File: src/rtl/sram_bus_adapter_if.sv
// sram_bus_if: request/response bus and SRAM port bundle for sram_bus_adapter.
interface sram_bus_if #(
    parameter int ADDR_WIDTH = 10
);
    logic                  req_valid;
    logic                  req_ready;
    logic                  req_we;
    logic [1:0]            req_size;
    logic                  req_unsigned;
    logic [31:0]           req_addr;
    logic [31:0]           req_wdata;
    logic                  rsp_valid;
    logic                  rsp_ready;
    logic [31:0]           rsp_rdata;
    logic                  rsp_err;
    logic                  sram_cs;
    logic                  sram_we;
    logic [3:0]            sram_be;
    logic [ADDR_WIDTH-1:0] sram_addr;
    logic [31:0]           sram_din;
    logic [31:0]           sram_dout;

    modport slave (
        input  req_valid, req_we, req_size, req_unsigned, req_addr, req_wdata, rsp_ready, sram_dout,
        output req_ready, rsp_valid, rsp_rdata, rsp_err, sram_cs, sram_we, sram_be, sram_addr, sram_din
    );

    modport master (
        output req_valid, req_we, req_size, req_unsigned, req_addr, req_wdata, rsp_ready, sram_dout,
        input  req_ready, rsp_valid, rsp_rdata, rsp_err, sram_cs, sram_we, sram_be, sram_addr, sram_din
    );
endinterface

File: src/rtl/sram_bus_adapter.sv
// sram_bus_adapter: byte/half/word load-store bus onto a 32-bit word SRAM.
// Define SRAM_MISALIGN_TRAP_EN to reject misaligned half/word accesses instead of aligning them down.
module sram_bus_adapter #(
    parameter int ADDR_WIDTH = 10
) (
    input logic       clk,
    input logic       rst_n,
    sram_bus_if.slave bus
);
    typedef enum logic [1:0] {IDLE, CAPT, RESP} state_t;
    state_t      state, state_nx;
    logic        accept, err, misalign, cs;
    logic [1:0]  off, lane, size;
    logic        uns, we, rerr;
    logic [31:0] shifted, fmt, rdata;

    assign bus.req_ready = rst_n & (state == IDLE);
    assign accept = bus.req_valid & bus.req_ready;
`ifdef SRAM_MISALIGN_TRAP_EN
    assign misalign = (bus.req_size == 2'b01 & bus.req_addr[0]) | (bus.req_size == 2'b10 & |bus.req_addr[1:0]);
`else
    assign misalign = 1'b0;
`endif
    assign err = (bus.req_size == 2'b11) | (|bus.req_addr[31:ADDR_WIDTH+2]) | misalign;
    assign cs = accept & ~err;
    // Lane offset already aligned down, so misaligned half/word accesses land on their natural lanes
    assign off = bus.req_size == 2'b00 ? bus.req_addr[1:0] :
                 bus.req_size == 2'b01 ? {bus.req_addr[1], 1'b0} : 2'b00;

    assign bus.sram_cs = cs;
    assign bus.sram_we = cs & bus.req_we;
    assign bus.sram_addr = cs ? bus.req_addr[ADDR_WIDTH+1:2] : '0;
    assign bus.sram_be = !cs ? 4'b0000 :
                         bus.req_size == 2'b00 ? 4'b0001 << off :
                         bus.req_size == 2'b01 ? 4'b0011 << off : 4'b1111;
    assign bus.sram_din = !cs ? 32'h0 :
                          bus.req_size == 2'b00 ? {4{bus.req_wdata[7:0]}} :
                          bus.req_size == 2'b01 ? {2{bus.req_wdata[15:0]}} : bus.req_wdata;

    assign shifted = bus.sram_dout >> {lane, 3'b000};
    assign fmt = we ? 32'h0 :
                 size == 2'b00 ? {{24{~uns & shifted[7]}}, shifted[7:0]} :
                 size == 2'b01 ? {{16{~uns & shifted[15]}}, shifted[15:0]} : shifted;

    always_comb begin
        state_nx = state;
        case (state)
            IDLE:    state_nx = accept ? (err ? RESP : CAPT) : IDLE;
            CAPT:    state_nx = RESP;
            RESP:    state_nx = bus.rsp_ready ? IDLE : RESP;
            default: state_nx = IDLE;
        endcase
    end

    always_ff @(posedge clk or negedge rst_n) begin
        if (!rst_n) begin
            state <= IDLE;
            lane  <= 2'b00;
            size  <= 2'b00;
            uns   <= 1'b0;
            we    <= 1'b0;
            rdata <= 32'h0;
            rerr  <= 1'b0;
        end else begin
            state <= state_nx;
            if (accept) begin
                lane  <= off;
                size  <= bus.req_size;
                uns   <= bus.req_unsigned;
                we    <= bus.req_we;
                rdata <= 32'h0;
                rerr  <= err;
            end else if (state == CAPT) begin
                rdata <= fmt;
            end
        end
    end

    assign bus.rsp_valid = state == RESP;
    assign bus.rsp_rdata = rdata;
    assign bus.rsp_err = rerr;
endmodule

File: src/flat_wrapper.sv
// flat-port wrapper written by rule: the top's interface ports become plain ports
module sram_bus_adapter_flat 
#(
    parameter int ADDR_WIDTH = 10
)
  (clk, rst_n, bus_req_valid, bus_req_we, bus_req_size, bus_req_unsigned, bus_req_addr, bus_req_wdata, bus_rsp_ready, bus_sram_dout, bus_req_ready, bus_rsp_valid, bus_rsp_rdata, bus_rsp_err, bus_sram_cs, bus_sram_we, bus_sram_be, bus_sram_addr, bus_sram_din);
  sram_bus_if #(.ADDR_WIDTH(ADDR_WIDTH)) bus_i ();
  input logic clk;
  input logic rst_n;
  input wire logic [$bits(bus_i.req_valid)-1:0] bus_req_valid;
  input wire logic [$bits(bus_i.req_we)-1:0] bus_req_we;
  input wire logic [$bits(bus_i.req_size)-1:0] bus_req_size;
  input wire logic [$bits(bus_i.req_unsigned)-1:0] bus_req_unsigned;
  input wire logic [$bits(bus_i.req_addr)-1:0] bus_req_addr;
  input wire logic [$bits(bus_i.req_wdata)-1:0] bus_req_wdata;
  input wire logic [$bits(bus_i.rsp_ready)-1:0] bus_rsp_ready;
  input wire logic [$bits(bus_i.sram_dout)-1:0] bus_sram_dout;
  output wire logic [$bits(bus_i.req_ready)-1:0] bus_req_ready;
  output wire logic [$bits(bus_i.rsp_valid)-1:0] bus_rsp_valid;
  output wire logic [$bits(bus_i.rsp_rdata)-1:0] bus_rsp_rdata;
  output wire logic [$bits(bus_i.rsp_err)-1:0] bus_rsp_err;
  output wire logic [$bits(bus_i.sram_cs)-1:0] bus_sram_cs;
  output wire logic [$bits(bus_i.sram_we)-1:0] bus_sram_we;
  output wire logic [$bits(bus_i.sram_be)-1:0] bus_sram_be;
  output wire logic [$bits(bus_i.sram_addr)-1:0] bus_sram_addr;
  output wire logic [$bits(bus_i.sram_din)-1:0] bus_sram_din;
  assign bus_i.req_valid = bus_req_valid;
  assign bus_i.req_we = bus_req_we;
  assign bus_i.req_size = bus_req_size;
  assign bus_i.req_unsigned = bus_req_unsigned;
  assign bus_i.req_addr = bus_req_addr;
  assign bus_i.req_wdata = bus_req_wdata;
  assign bus_i.rsp_ready = bus_rsp_ready;
  assign bus_i.sram_dout = bus_sram_dout;
  assign bus_req_ready = bus_i.req_ready;
  assign bus_rsp_valid = bus_i.rsp_valid;
  assign bus_rsp_rdata = bus_i.rsp_rdata;
  assign bus_rsp_err = bus_i.rsp_err;
  assign bus_sram_cs = bus_i.sram_cs;
  assign bus_sram_we = bus_i.sram_we;
  assign bus_sram_be = bus_i.sram_be;
  assign bus_sram_addr = bus_i.sram_addr;
  assign bus_sram_din = bus_i.sram_din;
  sram_bus_adapter #(.ADDR_WIDTH(ADDR_WIDTH)) u_core (.clk(clk), .rst_n(rst_n), .bus(bus_i));
endmodule
File: config.mk
export PLATFORM = sky130hd
export DESIGN_NAME = sram_bus_adapter_flat
export DESIGN_NICKNAME = d
export VERILOG_FILES = /design/src/rtl/sram_bus_adapter_if.sv /design/src/rtl/sram_bus_adapter.sv /design/src/flat_wrapper.sv
export SDC_FILE = /design/constraint.sdc
export NUM_CORES = 1
export LEC_CHECK = 0
export ABC_AREA = 1
export CORE_MARGIN = 5
export CORE_UTILIZATION = 35
export DETAILED_ROUTE_END_ITERATION = 6
export GPL_ROUTABILITY_DRIVEN = 1
export PLACE_DENSITY_LB_ADDON = 0.1
export SLEW_MARGIN = 0
export SYNTH_ARGS = -nofsm -noshare
export SYNTH_HDL_FRONTEND = slang
export SYNTH_SLANG_ARGS = --single-unit
File: constraint.sdc
create_clock -name clk -period 2.6 [get_ports clk]
set_clock_uncertainty 0.2 [all_clocks]
set_input_delay 0.78 -clock clk [delete_from_list [all_inputs] [get_ports clk]]
set_output_delay 0.78 -clock clk [all_outputs]
set_load 0.02 [all_outputs]
; Word-level counts from Yosys, hierarchy flattened
; Index checks and enable logic that the tools add are counted.
[word_totals]
ff_bits = 41
inputBits = 104
wordCells = 47
[op_classes]
n_eq_ne = 5
shift = 3
mux = 18
bitwise_logic = 9
n_reduce_logical = 5
[ops]
columns = operator, n
row1 = 32-bit 2-to-1 mux, 8
row2 = 32-bit by 5-bit right shift with 32-bit output, 1
row3 = 20-bit OR reduction, 1
row4 = 4-bit 2-to-1 mux, 3
row5 = 10-bit 2-to-1 mux, 1
row6 = 2-bit 2-to-1 mux, 5
row7 = 1-bit bitwise AND, 6
row8 = 2-bit by 1-bit equality test with 1-bit output (second input constant), 3
row9 = 2-bit logical NOT, 3
row10 = 2-bit case mux with 3 select lines, 1
row11 = 2-bit equality test (second input constant), 2
row12 = 1-bit by 2-bit << shifter with 4-bit output (first input constant), 1
row13 = 2-bit by 2-bit << shifter with 4-bit output (first input constant), 1
row14 = 1-bit inverter, 2
row15 = 2-bit nonzero test, 1
row16 = 1-bit OR, 1

; Depth between registers and ports, before layout
; Gate-level depths: netlist of the first run.
[logic_depth]
ltp_word = 7
mapped_depth = 10
mapped_depth_nobuf = 8

; Least setup slack after synthesis of the first run
; OpenSTA, ideal clock, no wires.
[synth_timing]
path_kind = input to output
start = in bus_req_addr[31]
end = out bus_sram_be[2]
t_arrival_ps = 1932
slack_ps = -312
stages = 9
n_path_buf = 2
cell_sequence = nor2_1 > nand2_1 > nor2_2 > nand3_2 > nor2_4 > inv_2 > buf_6 > buf_6 > nor2_1
[synth_between]
elab_chain_len = 5
[synth_lines]
columns = item, line_no
row1 = start: declaration, flat_wrapper.sv:14  ; input wire logic [$bits(bus_i.req_addr)-1:0] bus_req_addr;
row2 = 20-bit OR reduction, sram_bus_adapter.sv:24  ; assign err = (bus.req_size == 2'b11) | (|bus.req_addr[31:ADDR_WIDTH+2]) | misalign;
row3 = 1-bit OR, sram_bus_adapter.sv:24
row4 = 1-bit inverter, sram_bus_adapter.sv:25  ; assign cs = accept & ~err;
row5 = 1-bit bitwise AND, sram_bus_adapter.sv:25
row6 = named net bus_sram_cs, flat_wrapper.sv:22  ; output wire logic [$bits(bus_i.sram_cs)-1:0] bus_sram_cs;
row7 = 4-bit 2-to-1 mux, sram_bus_adapter.sv:33  ; assign bus.sram_be = !cs ? 4'b0000 :
row8 = end: declaration, flat_wrapper.sv:24  ; output wire logic [$bits(bus_i.sram_be)-1:0] bus_sram_be;
; The timed path passes the listed nets, and every way through them passes these cells.

; Worst setup path after layout of the first run
[layout_timing]
start = in bus_req_addr[13]
end = out bus_sram_din[9]
[layout_between]
elab_chain_len = 5
[layout_lines]
columns = item, line_no
row1 = 20-bit OR reduction, sram_bus_adapter.sv:24
row2 = 1-bit OR, sram_bus_adapter.sv:24
row3 = 1-bit inverter, sram_bus_adapter.sv:25
row4 = 1-bit bitwise AND, sram_bus_adapter.sv:25
row5 = 32-bit 2-to-1 mux, sram_bus_adapter.sv:36  ; assign bus.sram_din = !cs ? 32'h0 :
row6 = end: declaration, flat_wrapper.sv:26  ; output wire logic [$bits(bus_i.sram_din)-1:0] bus_sram_din;
; No other way between the ends.

==> qor.csv, run 1 <==
metric,value,unit
ys async rst share,100,%
Ports,187,
Core Area,9060,um2
RSZ-0062 raised after global routing,true,
"Core Util, Final",66.4,%
endpoint type of the worst setup path,output port,
DP HPWL,9.04,mm
Yosys reg bits,41,
met1 wire length,4.56,mm
layout cells sized above 1,33.8,%
Tot GR Track Use,22.2,%
Cells after DPL,778,
"Cell Area, Synth",3210,um2
Pwr Density,317,nW/um2
metal2 WL,6.68,mm
Die X,106,um
root buffer cell,clkbuf_8,
most frequent cells in the layout,"110 x clkdlybuf4s50_1, 106 x nand2_1, 54 x nor2_4, 54 x buf_6, 48 x inv_1",
largest net degree at the start of global routing,42,
actual slew at the worst max-slew pin,0.599,ns
"Warnings, synthesis",0,
Cells after Synth,479,
Pleak,0.00283,uW
"Remaining Overflow, GRT",0,
Final nets,794,
min Tclk post-route,3.01,ns
num rows,35,
final RePlAce weighted congestion,0.791,
"Avg Cell Area, Syn",6.69,um2
DRC,0,
CTS tree,yes,
P&R area growth vs syn,87.7,%
Starting Density,35.4,%
Netlist cell types,31,
die area,11200,um2
VDD IR max,239,uV
Post-Route Setup TNS,-16.92,ns
Non-Filler Instances,798,
Worst Path Max Fanout,7,
# clock sinks,41,
Max Cap Viol,0,
"Data required, critical path",1.62,ns
top_reg_cell synth,dfrtp_1,
DR pass1 iterations,4,
"most common cell after layout, fill and taps aside",clkdlybuf4s50_1,
vias in the first global route,4181,
met3 wire len,1.24,mm
pre-CTS setup slack,-1.15,ns
mean routed wirelength per cell,15.8,um
kind of critical path,in2out,
highest metal used,met4,
Area after DPL,5490,um2
later-pin clock latency in the skew report,0.29,ns
antenna violations before repair,0,
Longest Clk Path Bufs,2,
cell area after layout,6020,um2
CTS HTree Levels,2,
max frequency,333,MHz
status,"finished, violations left",
element type at the critical path start,input pin,
IO Port Bufs,186,
final setup fails,48,
Setup WS post-layout,-0.407,ns
Critical Path AT,2.03,ns
first-pass GRT wire length,20.1,mm
footprint of the multi-input gates,2200,um2
Routed WL,12.6,mm
final slew viol count,0,
total CTS buffers,5,
slew margin rel.,60.1,%
Fillers,778,
worst hold path class,reg2reg,
failing checks,negative setup slack,
FF+latch area,1030,um2
die height,106,um
Via density,4.90,
number of routed nets with antenna violations,0,
"CTS clk-pin slew, worst paths",0.09,ns
cts hold-fix bufs,0,
ant diodes,0,
Vias,3908,
syn_nets,587,
reg2reg setup slack,0.59,ns
"Seq/Total Area, Yosys",32.0,%
DRT iter0 DRCs,150,
final hold vios,0,
Post-synth EDFFs,0,
final worst-path cycle share,116,%
==> metrics by stage <==
| step | hold WS, ns | power (uW) |
|---|---|---|
| floorplan | 0.267 | 1060 |
| finish | 0.295 | 1910 |
| global route | 0.316 | 2010 |
| detailed placement | 0.273 | 1350 |
| global placement | 0.271 | 1340 |
| CTS | 0.299 | 1900 |
==> final cells by class <==
cell class / instances / share of cell area, %
Inverter: 57 / 3.60
Clock inverter: 2 / 0.624
Timing Repair Buffer: 228 / 38.5
Sequential cell: 41 / 17.1
Tap cell: 111 / 2.31
Multi-Input combinational cell: 353 / 36.5
Clock buffer: 6 / 1.37
==> state kept, by name, summed over array words and instances (netlist names) <==
register / count
u_core.uns: 1
u_core.lane: 2
u_core.bus.rsp_err: 1
u_core.bus.rsp_rdata: 32
u_core.size: 2
u_core.we: 1
u_core.state: 2
==> cells in the mapped netlist (all sizes together), types with 2 or more instances <==
library cell / n / area [um2]
o22ai: 2 / 12.5
clkbuf: 6 / 22.5
dfrtp: 41 / 1030
nor2: 108 / 468
nand2: 114 / 448
buf: 22 / 169
a221oi: 8 / 70.1
or2: 8 / 50.1
inv: 57 / 214
o21bai: 16 / 180
o21ai: 42 / 210
nand3: 24 / 125
a21oi: 24 / 124
ha: 4 / 50.1
==> power by group <==
group | switching (uW) | total [uW] | internal (uW)
clock | 237 | 550 | 313
combinational | 384 | 675 | 291
sequential | 25.9 | 683 | 657
total | 647 | 1910 | 1260
==> worst paths after layout <==
check                      cells past startpoint                        to                startpoint
max in group asynchronous                      3            u_core.lane[1]                     rst_n
max reg2reg                                    7   u_core.bus.rsp_rdata[8]            u_core.lane[0]
min                                            2  u_core.bus.rsp_rdata[10]  u_core.bus.rsp_rdata[10]
min in group asynchronous                      3   u_core.bus.rsp_rdata[0]                     rst_n
min reg2reg                                    2  u_core.bus.rsp_rdata[10]  u_core.bus.rsp_rdata[10]
max                                           11           bus_sram_din[9]          bus_req_addr[13]
==> routing by layer <==
metal  global-route usage, %  up-vias
li1                        -     1922
met3                    8.76        8
met5                       0        -
met4                    5.09        0
met2                    41.1      159
met1                    23.5     1819
==> critical path, stage by stage <==
cell and delay, ns:
buf_2 0.11, nor2_4 0.08, nand2_2 0.07, a21oi_4 0.12, nand3_2 0.11, nor2_4 0.16, inv_4 0.08, buf_12 0.14
buf_12 0.14, nor2_4 0.10, buf_6 0.12
==> repair_timing <==
item / 4_1_cts / 5_1_grt
cloned: 5 / 0
resized for setup: 407 / 26
pin swaps: 19 / 3
setup buffers: 7 / 0
endpoints found under the setup margin: 50 / 48
==> cell families (layout without fill, tap and decap cells) <==
kind of cell	Yosys count	in the layout	synth area share, %
fa+ha+maj	4	4	1.56
compound gates	94	94	19.1
simple gates	255	255	34.7
flops	41	41	32.0
buf+inv	85	293	12.6
Note: power is estimated with default switching activity, not from simulation.
==> inputs of run 2 (changes only) <==
--- a/config.mk
+++ b/config.mk
@@ -8,6 +8,7 @@
 export ABC_AREA = 1
 export CORE_MARGIN = 5
 export CORE_UTILIZATION = 35
+export CTS_CLUSTER_DIAMETER = 40
 export DETAILED_ROUTE_END_ITERATION = 6
 export GPL_ROUTABILITY_DRIVEN = 1
 export PLACE_DENSITY_LB_ADDON = 0.1
==> results of run 2 <==
Final layout, timing and power as in run 1 (identical DEF).
==> inputs of run 3 (changes only) <==
--- a/config.mk
+++ b/config.mk
@@ -12,7 +12,6 @@
 export DETAILED_ROUTE_END_ITERATION = 6
 export GPL_ROUTABILITY_DRIVEN = 1
 export PLACE_DENSITY_LB_ADDON = 0.1
-export SLEW_MARGIN = 0
 export SYNTH_ARGS = -nofsm -noshare
 export SYNTH_HDL_FRONTEND = slang
 export SYNTH_SLANG_ARGS = --single-unit
==> results of run 3 <==
Final layout, timing and power as in run 1 (identical DEF).
